**src/rtl/tk_pkg.sv**
```systemverilog
// Shared types and constants for the register-file writeback path.
package tk_pkg;

  localparam int unsigned NUM_TRD    = 8;
  localparam int unsigned TRD_W      = $clog2(NUM_TRD);
  localparam int unsigned REG_W      = 5;
  localparam int unsigned DATA_W     = 32;
  localparam int unsigned MIN_WR_REG = 2;

  typedef struct packed {
    logic [TRD_W-1:0]  trd;
    logic [REG_W-1:0]  reg_num;
    logic [DATA_W-1:0] data;
  } wb_req_t;

  // r0/r1 are hard-wired; writes to them are silently discarded.
  function automatic logic is_writable(input logic [REG_W-1:0] r);
    return r >= REG_W'(MIN_WR_REG);
  endfunction

endpackage

```
**src/rtl/rf_wb_fifo.sv**
```systemverilog
// Small synchronous FIFO of writeback requests; caller never pushes when full
// nor pops when empty.
module rf_wb_fifo
  import tk_pkg::*;
#(
  parameter int unsigned DEPTH = 2
) (
  input  logic    clk,
  input  logic    rst,
  input  logic    push,
  input  wb_req_t push_data,
  input  logic    pop,
  output logic    full,
  output logic    empty,
  output wb_req_t head
);

  localparam int unsigned AW = $clog2(DEPTH);

  logic [AW-1:0] wr_ptr;
  logic [AW-1:0] rd_ptr;
  logic [AW:0]   count;
  wb_req_t       mem [DEPTH];

  always_ff @(posedge clk or posedge rst) begin
    if (rst) begin
      wr_ptr <= '0;
      rd_ptr <= '0;
      count  <= '0;
    end else begin
      if (push) wr_ptr <= wr_ptr + AW'(1);
      if (pop)  rd_ptr <= rd_ptr + AW'(1);
      case ({push, pop})
        2'b10:   count <= count + (AW+1)'(1);
        2'b01:   count <= count - (AW+1)'(1);
        default: ;
      endcase
    end
  end

  // Storage needs no reset; validity is tracked by count.
  always_ff @(posedge clk) begin
    if (push) mem[wr_ptr] <= push_data;
  end

  assign full  = (count == (AW+1)'(DEPTH));
  assign empty = (count == '0);
  assign head  = mem[rd_ptr];

endmodule

```
**src/rtl/rf_wb_arbiter.sv**
```systemverilog
// Round-robin writeback arbiter in front of the per-thread register file,
// with thread-init priority. Optional TK_WB_CONFLICT_CNT_EN adds conflict_cnt.
module rf_wb_arbiter
  import tk_pkg::*;
#(
  parameter int unsigned NUM_SRC    = 3,
  parameter int unsigned FIFO_DEPTH = 2
) (
  input  logic                      clk,
  input  logic                      rst,
  input  logic [NUM_SRC-1:0]        src_valid,
  output logic [NUM_SRC-1:0]        src_ready,
  input  logic [NUM_SRC*TRD_W-1:0]  src_trd,
  input  logic [NUM_SRC*REG_W-1:0]  src_reg,
  input  logic [NUM_SRC*DATA_W-1:0] src_data,
  input  logic                      init_req,
  input  logic [TRD_W-1:0]          init_req_trd,
  input  logic [DATA_W-1:0]         init_req_data,
  output logic                      init_ack,
  output logic                      wr_en,
  output logic [TRD_W-1:0]          wr_trd,
  output logic [REG_W-1:0]          reg_wr,
  output logic [DATA_W-1:0]         wr_data,
  output logic                      init,
  output logic [TRD_W-1:0]          init_trd,
  output logic [DATA_W-1:0]         init_data
`ifdef TK_WB_CONFLICT_CNT_EN
  ,
  output logic [15:0]               conflict_cnt
`endif
);

  localparam int unsigned PTR_W = (NUM_SRC > 1) ? $clog2(NUM_SRC) : 1;

  wb_req_t            push_req [NUM_SRC];
  wb_req_t            head     [NUM_SRC];
  logic [NUM_SRC-1:0] full;
  logic [NUM_SRC-1:0] empty;
  logic [NUM_SRC-1:0] push;
  logic [NUM_SRC-1:0] pop;

  logic [PTR_W-1:0]   rr_ptr;
  logic [PTR_W-1:0]   grant_idx;
  logic [PTR_W-1:0]   cand;
  logic [PTR_W:0]     cand_sum;
  logic               grant_vld;
  wb_req_t            grant_req;

  for (genvar i = 0; i < NUM_SRC; i++) begin : g_src
    assign push_req[i] = '{trd:     src_trd[i*TRD_W +: TRD_W],
                           reg_num: src_reg[i*REG_W +: REG_W],
                           data:    src_data[i*DATA_W +: DATA_W]};
    assign push[i]     = src_valid[i] & ~full[i];

    rf_wb_fifo #(.DEPTH(FIFO_DEPTH)) u_fifo (
      .clk       (clk),
      .rst       (rst),
      .push      (push[i]),
      .push_data (push_req[i]),
      .pop       (pop[i]),
      .full      (full[i]),
      .empty     (empty[i]),
      .head      (head[i])
    );
  end

  assign src_ready = ~full;
  assign init_ack  = init_req & ~rst;

  // First non-empty FIFO at or after rr_ptr; init requests suppress any grant.
  always_comb begin
    grant_vld = 1'b0;
    grant_idx = '0;
    cand_sum  = '0;
    cand      = '0;
    pop       = '0;
    for (int unsigned k = 0; k < NUM_SRC; k++) begin
      cand_sum = {1'b0, rr_ptr} + (PTR_W+1)'(k);
      if (cand_sum >= (PTR_W+1)'(NUM_SRC)) cand_sum = cand_sum - (PTR_W+1)'(NUM_SRC);
      cand = cand_sum[PTR_W-1:0];
      if (!grant_vld && !empty[cand]) begin
        grant_vld = 1'b1;
        grant_idx = cand;
      end
    end
    if (init_req) grant_vld = 1'b0;
    if (grant_vld) pop[grant_idx] = 1'b1;
    grant_req = head[grant_idx];
  end

  always_ff @(posedge clk or posedge rst) begin
    if (rst) begin
      rr_ptr <= '0;
    end else if (grant_vld) begin
      rr_ptr <= (grant_idx == PTR_W'(NUM_SRC - 1)) ? '0 : grant_idx + PTR_W'(1);
    end
  end

  // Registered regfile write and init buses.
  always_ff @(posedge clk or posedge rst) begin
    if (rst) begin
      wr_en     <= 1'b0;
      wr_trd    <= '0;
      reg_wr    <= '0;
      wr_data   <= '0;
      init      <= 1'b0;
      init_trd  <= '0;
      init_data <= '0;
    end else begin
      wr_en <= grant_vld && is_writable(grant_req.reg_num);
      init  <= init_req;
      if (grant_vld) begin
        wr_trd  <= grant_req.trd;
        reg_wr  <= grant_req.reg_num;
        wr_data <= grant_req.data;
      end
      if (init_req) begin
        init_trd  <= init_req_trd;
        init_data <= init_req_data;
      end
    end
  end

`ifdef TK_WB_CONFLICT_CNT_EN
  logic waiting;
  assign waiting = |(~empty & ~pop);

  always_ff @(posedge clk or posedge rst) begin
    if (rst) begin
      conflict_cnt <= '0;
    end else if (waiting && conflict_cnt != 16'hFFFF) begin
      conflict_cnt <= conflict_cnt + 16'd1;
    end
  end
`endif

endmodule

```
**config.mk**
```make
export PLATFORM = sky130hd
export DESIGN_NAME = rf_wb_arbiter
export DESIGN_NICKNAME = d
export VERILOG_FILES = /design/src/rtl/tk_pkg.sv /design/src/rtl/rf_wb_fifo.sv /design/src/rtl/rf_wb_arbiter.sv
export SDC_FILE = /design/constraint.sdc
export NUM_CORES = 1
export LEC_CHECK = 0
export BUFFER_PORTS_ARGS = -buffer_cell sky130_fd_sc_hd__clkbuf_2
export CORE_MARGIN = 1
export CORE_UTILIZATION = 57
export CTS_BUF_LIST = sky130_fd_sc_hd__clkbuf_4 sky130_fd_sc_hd__clkbuf_8
export CTS_CLUSTER_DIAMETER = 80
export DETAILED_ROUTE_END_ITERATION = 6
export PLACE_DENSITY = 0.82
export SYNTH_ARGS = -nofsm -noshare
export SYNTH_HDL_FRONTEND = slang
export SYNTH_SLANG_ARGS = --single-unit
export TNS_END_PERCENT = 5
```
**constraint.sdc**
```tcl
create_clock -name clk -period 3.2 [get_ports clk]
set_clock_uncertainty 0.2 [all_clocks]
set_input_delay 0.32 -clock clk [delete_from_list [all_inputs] [get_ports clk]]
set_output_delay 0.32 -clock clk [all_outputs]
set_load 0.005 [all_outputs]
```
# Word level (Yosys, flattened, before mapping)
# Memories as Yosys holds them, arrays and structs flattened.
# Cells that the tools add are included.
[totals]
elab_cells = 113
memories = 3
output_inout_bits = 81
ram_bits = 240
reg_bits = 91
input_bits = 161
[op_classes]
reduce_logical = 13
eq_ne = 10
n_bitwise = 10
n_addsub = 18
n_mux = 32
order_cmp = 10
[memory_table]
columns = ["memory", "depth", "width", "rd", "rd_ports_with_merged_regs", "write_ports", "line_no", "rtl"]
rows = [
  ["g_src[0].u_fifo.mem", 2, 40, 1, 0, 1, "rf_wb_fifo.sv:23", "wb_req_t mem [DEPTH];"],
  ["g_src[1].u_fifo.mem", 2, 40, 1, 0, 1, "rf_wb_fifo.sv:23", ""],
  ["g_src[2].u_fifo.mem", 2, 40, 1, 0, 1, "rf_wb_fifo.sv:23", ""],
]
[op_table]
columns = ["operator", "count"]
rows = [
  ["binary-select mux 40 bit (select 2 bit)", 1],
  ["2-to-1 mux 40 bit", 2],
  ["== test 2 bit, second input constant", 7],
  ["2-to-1 mux 1 bit", 14],
  ["2-to-1 mux 2 bit", 7],
  ["less-than comparator 2 x 3 -> 1 bit, second input constant", 4],
  ["one-hot mux 2 bit (2 select lines)", 3],
  ["adder 2 x 1 -> 2 bit, second input constant", 4],
  ["adder 1 bit, second input constant", 6],
  ["binary-select mux 1 bit (select 2 bit)", 3],
  ["== test 2 x 1 -> 1 bit, second input constant", 3],
  [">= comparator 3 x 2 -> 1 bit, second input constant", 2],
  ["logical NOT 2 bit", 3],
  ["nonzero test 2 bit", 3],
  ["subtractor 2 x 1 -> 2 bit, second input constant", 3],
  ["subtractor 2 bit, second input constant", 3],
  [">= comparator 5 x 2 -> 1 bit, second input constant", 1],
  ["AND 1 bit", 4],
  ["logical AND 1 bit", 4],
  ["NOT 1 bit", 4],
  ["adder 2 x 1 -> 3 bit, second input constant", 1],
  ["adder 2 x 2 -> 3 bit, second input constant", 1],
  [">= comparator 3 bit, second input constant", 1],
  ["logical NOT 1 bit", 3],
  ["6 further kinds", 6],
]

# Logic depth before layout (Yosys ltp)
# Gate-level depths: netlist (run 1).
[depth]
word_depth = 18
mapped_depth = 13
mapped_depth_nobuf = 12

# Hierarchy
# From an unflattened synthesis (run 1), not the netlist that was laid out.
[hier_totals]
hier_cells = 838
hier_area_um2 = 14252.4
[modules_own_cells]
columns = ["module", "cells_each", "seq_area_each_um2", "area_per_inst_um2", "instances"]
rows = [
  ["rf_wb_fifo", 142, 2502.4, 3278.1, 3],
  ["rf_wb_arbiter", 412, 1976.9, 4418.0, 1],
]

# Least setup slack after synthesis (run 1)
# OpenSTA, ideal clock, no wires.
[synth_path]
path_kind = "register to register"
start = "reg g_src[1].u_fifo.count[0]"
end = "mem g_src[1].u_fifo.mem[0][0] in the netlist's numbering (enable)"
setup_time_ps = 437
t_arrival_ps = 2378
t_required_ps = 2563
path_slack_ps = 185
n_path_buf = 0
stages_incl_launch_ff = 4
synth_period_minus_slack_ps = 3015
cell_sequence = "dfrtp_1 -> nand2b_1 -> nand2_1 -> nor2_1"
[synth_via]
elab_chain_len = 5
[synth_lines]
columns = ["item", "line_no", "rtl"]
rows = [
  ["start, declared", "rf_wb_fifo.sv:22", "logic [AW:0] count;"],
  ["start signal, assigned", "rf_wb_fifo.sv:34", "2'b10: count <= count + (AW+1)'(1);"],
  ["start signal, assigned", "rf_wb_fifo.sv:35", "2'b01: count <= count - (AW+1)'(1);"],
  ["== test 2 bit", "rf_wb_fifo.sv:46", "assign full = (count == (AW+1)'(DEPTH));"],
  ["NOT 1 bit", "rf_wb_arbiter.sv:53", "assign push[i] = src_valid[i] & ~full[i];"],
  ["AND 1 bit", "rf_wb_arbiter.sv:53", ""],
  ["2-to-1 mux 1 bit", "rf_wb_fifo.sv:43", "if (push) mem[wr_ptr] <= push_data;"],
  ["2-to-1 mux 1 bit (not written as such)", "rf_wb_fifo.sv:43", ""],
  ["end, declared", "rf_wb_fifo.sv:23", ""],
]
# No other way between the ends.

# Worst setup path after layout (run 1)
[layout_path]
start = "reg rr_ptr[1]"
end = "reg wr_data[2]"
[layout_via]
elab_chain_len = 15
word_cells_on_any_way = 33
cone_classes = "add/sub: 5; order compare: 3; mux: 19; bitwise: 1; reduce/logical: 5"
[layout_lines]
columns = ["item", "line_no", "rtl"]
rows = [
  ["start, declared", "rf_wb_arbiter.sv:42", "logic [PTR_W-1:0] rr_ptr;"],
  ["start signal, assigned", "rf_wb_arbiter.sv:95", "rr_ptr <= (grant_idx == PTR_W'(NUM_SRC - 1)) ? '0 : grant_idx + PTR_W'(1);"],
  ["adder 2 x 1 -> 3 bit", "rf_wb_arbiter.sv:78", "cand_sum = {1'b0, rr_ptr} + (PTR_W+1)'(k);"],
  [">= comparator 3 x 2 -> 1 bit or subtractor 2 bit (tied branches)", "rf_wb_arbiter.sv:79", "if (cand_sum >= (PTR_W+1)'(NUM_SRC)) cand_sum = cand_sum - (PTR_W+1)'(NUM_SRC);"],
  ["2-to-1 mux 2 bit", "rf_wb_arbiter.sv:79", ""],
  ["binary-select mux 1 bit (select 2 bit)", "rf_wb_arbiter.sv:81", "if (!grant_vld && !empty[cand]) begin"],
  ["2-to-1 mux 1 bit (not written as such)", "rf_wb_arbiter.sv:81", ""],
  ["logical NOT 1 bit", "rf_wb_arbiter.sv:81", ""],
  ["logical AND 1 bit", "rf_wb_arbiter.sv:81", ""],
  ["2-to-1 mux 1 bit", "rf_wb_arbiter.sv:81", ""],
  ["logical NOT 1 bit", "rf_wb_arbiter.sv:81", ""],
  ["logical AND 1 bit", "rf_wb_arbiter.sv:81", ""],
  ["2-to-1 mux 2 bit", "rf_wb_arbiter.sv:81", ""],
  ["NOT 2 -> 3 bit (not written as such)", "rf_wb_arbiter.sv:88", "grant_req = head[grant_idx];"],
  ["binary-select mux 40 bit (select 2 bit)", "rf_wb_arbiter.sv:88", ""],
  ["2-to-1 mux 40 bit (not written as such) (2 in series)", "rf_wb_arbiter.sv:88", ""],
  ["end signal, assigned", "rf_wb_arbiter.sv:115", "wr_data <= grant_req.data;"],
  ["end, declared", "rf_wb_arbiter.sv:23", "output logic [DATA_W-1:0] wr_data,"],
]
# Parallel ways exist; a longest one is shown, timed or not. The select of a mux whose other input is x is not followed.
# A chain may end at the register's enable or synchronous reset.

==> metrics.txt, run 1 <==
outcome=complete, no violations; cell area after synthesis=0.0127 mm²; Crit Reg-Reg Startpoint=rr_ptr[1]; Reg power frac=45.4%; clock sinks=331; initial antenna violation count=1; Tot Pwr=14.4 mW; synth unique cells=41; crit share post-route=91.2%; CP Launch Point=rr_ptr[1]; Crit Path Max Fanout=12; largest net degree at the start of global routing=48; ranking of synthesized cells by area=edfxtp_1 57%, dfrtp_1 18%, mux2_2 7.1%, mux2i_1 5.9%, o221ai_1 1.3%; data required time of the worst path=3.46 ns; clock share of power=23.9%; total grt overflow=0; Post-synth EDFFs=240; LEAKAGE=6.83 nW; Setup WS pre-CTS=0.393 ns; hold path startpoint=init_req; combinational share of power=30.7%; fmax=0.343 GHz; io pins=242; Mapped Nets=892; top cell type's share of synthesized area=56.8%; Pint=9.62 mW; Worst-Skew Late Latency=0.56 ns; Tightest Hold Check Type=in2reg; R2R setup slack=0.28 ns; Cells after Synth=726; TritonCTS clock tree=done; # DRC=0; fill cell count=1233; VDD IR max=0.701 mV; kind of critical path=reg2reg; layout cells sized above 1=37.5%; final setup fails=0; met1 usage=33.8%; fin nets=1330; GR met2 Demand/Resource=50.9%; final slew viol count=0; setup ws final=0.282 ns; fin cells=1486; Root Buffer=clkbuf_8; setup_tns=0 ns; TritonCTS buffer count=52; Die Y=151 µm; drt total wl=32.4 mm; M3 GR Usage=5.51%; area grow syn2layout=33.0%; DRT iter0 DRCs=585; Site Rows=54; Inst Count DP=1231; Vias/cell=5.65; PostCTS Resize Cnt=0; sequential element share of the synthesized area=74.7%; I/O Buffers=241; number of global-route vias before repair=9084; Initial Util=58.2%; crit end category=register; GRT Total Usage=29.0%; PwrDens=854 mW/mm²; Top FF cell, synth=edfxtp_1; YS warnings=0; syn_area_per_cell=17.5 µm²; Worst-path clk slew=0.06 ns; # H-tree levels=2; worst relative slew slack=28.8%; Die W=151 µm; hold path endpoint=init; ANT nets after route=0; Startpoint Class=register; TritonRoute pass-1 iters=5; WP data arrival=3.17 ns; asr flop ratio synth=27.5%; Net Sw Power=4.79 mW; GPL Wtd Cong=0.793; via count=8394; HPWL after DPL=18.1 mm; FF+latch count, synth=331; sw frac=33.3%; leading area contributor after synthesis=edfxtp_1; DIE AREA=0.0229 mm²; Core Box Area=0.0218 mm²; DR WL/cell=21.8 µm; FF-to-FF End=wr_data[2]; global-route wire length before repair=48.3 mm; Max-cap violations=0; r2r worst-path depth=8; Tmin final=2.92 ns; Slew @ Worst Pin=1.06 ns; grt peak-use layer=met2; final hold viol count=0; hold path depth=2; RSZ-0062 raised after global routing=no; clk buf depth=3
==> cell usage after synthesis, types with 5 or more instances <==
cell / instances
edfxtp_1: 240
dfrtp_1: 91
mux2_2: 80
mux2i_1: 75
nand2_1: 37
buf_2: 22
nor3_1: 20
o221ai_1: 19
a21oi_2: 15
a222oi_1: 12
o21ai_0: 12
xnor2_1: 11
nor2_1: 10
o211ai_1: 10
o31a_1: 9
inv_1: 6
nand2b_1: 6
a21oi_1: 5
buf_6: 5
ha_1: 5
==> metal layers <==
metal	up-vias	share of wire, %
li1	3701	-
met1	4092	37
met2	499	51
met3	102	8.0
met4	0	4.1
met5	-	0
==> sequential cells by signal, summed over array words and instances, names as in the netlist <==
register and flops:
init_trd 3, rr_ptr 2, reg_wr 5, wr_trd 3, init 1, wr_data 32, g_src.u_fifo.count 6, g_src.u_fifo.mem 240
init_data 32, g_src.u_fifo.wr_ptr 3, wr_en 1, g_src.u_fifo.rd_ptr 3
==> cell usage in the layout (no fill, tap or decap), types with 4 or more instances in the layout <==
master	synthesis	final
a21oi_1	5	5
a21oi_2	15	15
a222oi_1	12	12
buf_12	0	5
buf_4	4	16
clkbuf_2	0	241
clkbuf_4	0	18
clkbuf_8	0	53
clkinv_1	0	13
clkinv_2	0	8
dfrtp_1	91	88
dlygate4sd3_1	0	159
edfxtp_1	240	240
ha_1	5	5
inv_1	6	5
mux2_2	80	80
mux2i_1	75	75
nand2_1	37	37
nand2b_1	6	6
nor2_1	10	7
nor3_1	20	20
o211ai_1	10	10
o21ai_0	12	12
o221ai_1	19	19
o31a_1	9	9
xnor2_1	11	11
xor2_1	4	4
==> worst max-delay path by stage <==
stage	slack [ns]	to	cells past startpoint
after detailed placement	0.39	wr_en	7
final	0.28	wr_data[2]	8
after CTS	0.37	wr_en	7
after global placement	0.61	wr_data[12]	9
after floorplan	0.18	g_src[1].u_fifo.mem[0][0]	3
after global routing	0.17	wr_data[2]	8
==> area by class of cell <==
class	count	area (µm²)	area share [%]
antenna	1	2.50	0.0148
clock buffer	71	865	5.12
clock inverter	24	134	0.793
inverter	6	25.0	0.148
multi-input combinational	352	3000	17.8
sequential	331	9490	56.2
tap	280	350	2.08
timing repair buffer	421	3020	17.9
==> power by group through the flow <==
stage / combinational [mW] / sequential [mW] / clock [mW]
after floorplan: 2.87 / 6.33 / 0
after global placement: 4.01 / 6.53 / 0
after detailed placement: 4.17 / 6.59 / 0
after CTS: 4.34 / 6.52 / 3.44
after global routing: 4.76 / 6.66 / 3.67
final: 4.42 / 6.55 / 3.45
==> worst max-delay path: stages (launching register included) <==
cell      delay (ns)
dfrtp_1         0.38
inv_1           0.07
ha_1            0.25
nor3_1          0.27
o21a_1          0.19
o21ai_1         0.06
nor2_1          0.80
a222oi_1        0.30
o21ai_0         0.31
==> logic make-up after synthesis <==
family                   count (synthesis)  share of synthesized area, %
AND/OR/NAND/NOR                         84                          3.03
adder cells (fa/ha/maj)                  6                         0.572
multiplexers                           155                          13.0
flip-flops                             331                          74.7
buffers and inverters                   43                          1.90
AO/OA/AOI/OAI                           92                          5.73
XOR/XNOR                                15                          1.04
==> what timing repair did <==
action,in CTS,in global routing
hold buffers,159,0
hold endpoints to repair,322,0
setup buffers,0,0
==> per-stage QoR <==
step / hold slack (ns) / util [%] / area, µm²
global route: 0.0864 / 77.4 / 16900
finish: 0.0797 / 77.4 / 16900
floorplan: 0.151 / - / 12700
global placement: 0.253 / 65.5 / 14300
CTS: 0.0541 / 77.3 / 16900
detailed placement: 0.261 / 65.5 / 14300
Note: power is estimated with default switching activity, not from simulation.
==> run 2: changes to the inputs <==
BUFFER_PORTS_ARGS = not set   (was -buffer_cell sky130_fd_sc_hd__clkbuf_2)
CORE_UTILIZATION = 60   (was 57)
CTS_BUF_LIST = not set   (was sky130_fd_sc_hd__clkbuf_4 sky130_fd_sc_hd__clkbuf_8)
DONT_BUFFER_PORTS = 1   (was not set)
PLACE_DENSITY = 0.76   (was 0.82)
==> run 2 against run 1 <==
  * Routed wire length is 7.6% lower
  * Cell area is 5.7% lower
  * Maximum frequency grew 1.5%
  * Total power rose by 1.2%
  * Combinational power fell by 8.4%
  * Via count down 14%
  * Sequential power is essentially flat
  * Non-clock buffer count decreased by 234
  * Die area fell by 4.9%
  * Setup slack better by 0.043 ns
==> metrics.txt, run 2 (same netlist as run 1, synthesis figures left out) <==
Vias/cell=5.98; Slew @ Worst Pin=1.04 ns; kind of critical path=reg2reg; RSZ-0062 raised after global routing=no; initial antenna violation count=1; Reg power frac=45.0%; DIE AREA=0.0217 mm²; largest reg by FF count=g_src.u_fifo.mem; Initial Util=61.9%; DRT iter0 DRCs=421; number of global-route vias before repair=8040; post-layout util=77.6%; GPL Wtd Cong=0.843; Setup WS pre-CTS=0.372 ns; Regs by FF count=g_src.u_fifo.mem (240), init_data (32), wr_data (32); register area=0.00949 mm²; final slew viol count=0; fin cells=1211; setup_tns=0 ns; TritonCTS buffer count=35; ANT nets after route=0; final setup fails=0; sw frac=31.6%; Root Buffer=clkbuf_16; Site Rows=52; fin nets=1079; outcome=complete, no violations; final hold viol count=0; DR WL/cell=24.7 µm; Core Box Area=0.0205 mm²; Startpoint Class=register; Worst-path clk slew=0.06 ns; commonest non-fill, non-tap cell in the layout=edfxtp_1; data required time of the worst path=3.39 ns; clk buf depth=3; area grow syn2layout=25.4%; crit end category=register; clock sinks=331; setup ws final=0.325 ns; TritonCTS clock tree=done; Tot Pwr=14.6 mW; io pins=242; Tmin final=2.87 ns; # H-tree levels=2; HPWL after DPL=17.2 mm; TritonRoute pass-1 iters=5; Pint=9.98 mW; largest net degree at the start of global routing=80; post-route cell area=0.0159 mm²; combinational share of power=27.8%; layout cells sized above 1=18.6%; VDD IR max=0.656 mV; GRT Total Usage=28.1%; fill cell count=1103; worst relative slew slack=30.8%; commonest cells after routing, fill and taps aside=240 x edfxtp_1, 167 x dlygate4sd3_1, 88 x dfrtp_1; LEAKAGE=5.89 nW; clock share of power=27.3%; global-route wire length before repair=45.0 mm; Die Y=147 µm; # DRC=0; WP data arrival=3.06 ns; Die W=147 µm; total grt overflow=0; Inst Count DP=978; via count=7246; Worst-Skew Late Latency=0.51 ns; drt total wl=29.9 mm; max reg flops=240; Tightest Hold Check Type=in2reg; WHS=0.165 ns; I/O Buffers=0; Crit Path Max Fanout=7; fmax=0.348 GHz; Max-cap violations=0; PwrDens=917 mW/mm²; dpl cell area=0.0131 mm²; Net Sw Power=4.62 mW; footprint of the multi-input gates=0.00300 mm²; crit share post-route=89.8%
run 2: cell count changes in the layout (fill, tap and decap cells not counted), moves of 8 or more:
| cell | change |
|---|---|
| clkbuf_8 | -50 |
| clkbuf_2 | -241 |
| clkbuf_4 | -18 |
| dlygate4sd3_1 | +8 |
| clkinv_1 | -9 |
| clkbuf_16 | +36 |
| clkbuf_1 | +14 |
run 2: area by class of cell:
class,count,area share (%)
Antenna cell,1,0.0157
Clock buffer,53,6.25
Clock inverter,11,0.881
Inverter,6,0.157
Multi-Input combinational cell,352,18.9
Sequential cell,331,59.6
Tap cell,270,2.12
Timing Repair Buffer,187,12.1
run 2: power by group through the flow:
stage | combinational, mW | sequential, mW | clock (mW)
global placement | 3.62 | 6.56 | 0
CTS | 3.99 | 6.54 | 4.01
global route | 4.38 | 6.65 | 4.22
floorplan | 2.87 | 6.33 | 0
finish | 4.05 | 6.57 | 3.98
detailed placement | 3.77 | 6.62 | 0
run 2: routing by layer:
| layer | GRT usage, % | wire length, µm | vias to the layer above | part of all wire [%] |
|---|---|---|---|---|
| met4 | 11.8 | 997 | 0 | 3.3 |
| met2 | 51.1 | 16000 | 376 | 53 |
| li1 | - | - | 3187 | - |
| met5 | 0 | 0 | - | 0 |
| met3 | 6.94 | 2340 | 66 | 7.8 |
| met1 | 31.4 | 10600 | 3617 | 35 |
run 2: worst max-delay path: stages, from the launching register on:
cell and delay (ns):
dfrtp_1 0.38, inv_1 0.06, ha_1 0.38, maj3_1 0.37, o31ai_1 0.37, a21o_4 0.22, nand2b_2 0.15, inv_1 0.05
ha_1 0.21, xnor2_1 0.17, nor2_1 0.07, xor2_1 0.14
run 2: timing repair:
| action | CTS | global route |
|---|---|---|
| hold buffers | 168 | 0 |
| endpoints found under the hold margin | 357 | 0 |
| buffers inserted | 0 | 0 |
| gates resized for setup | 0 | 0 |
run 2: final timing paths:
kind,startpoint,to,slack [ns],cells after the start
worst min-delay path,init_req,g_src[1].u_fifo.rd_ptr,0.17,4
worst max register to register,rr_ptr[0],g_src[0].u_fifo.count[1],0.33,11
min in group asynchronous,rst,init_data[1],0.36,2
worst max-delay path,rr_ptr[0],g_src[0].u_fifo.count[1],0.33,11
max in group asynchronous,rst,wr_data[12],1.64,3
worst min register to register,wr_data[0],wr_data[0],0.32,2
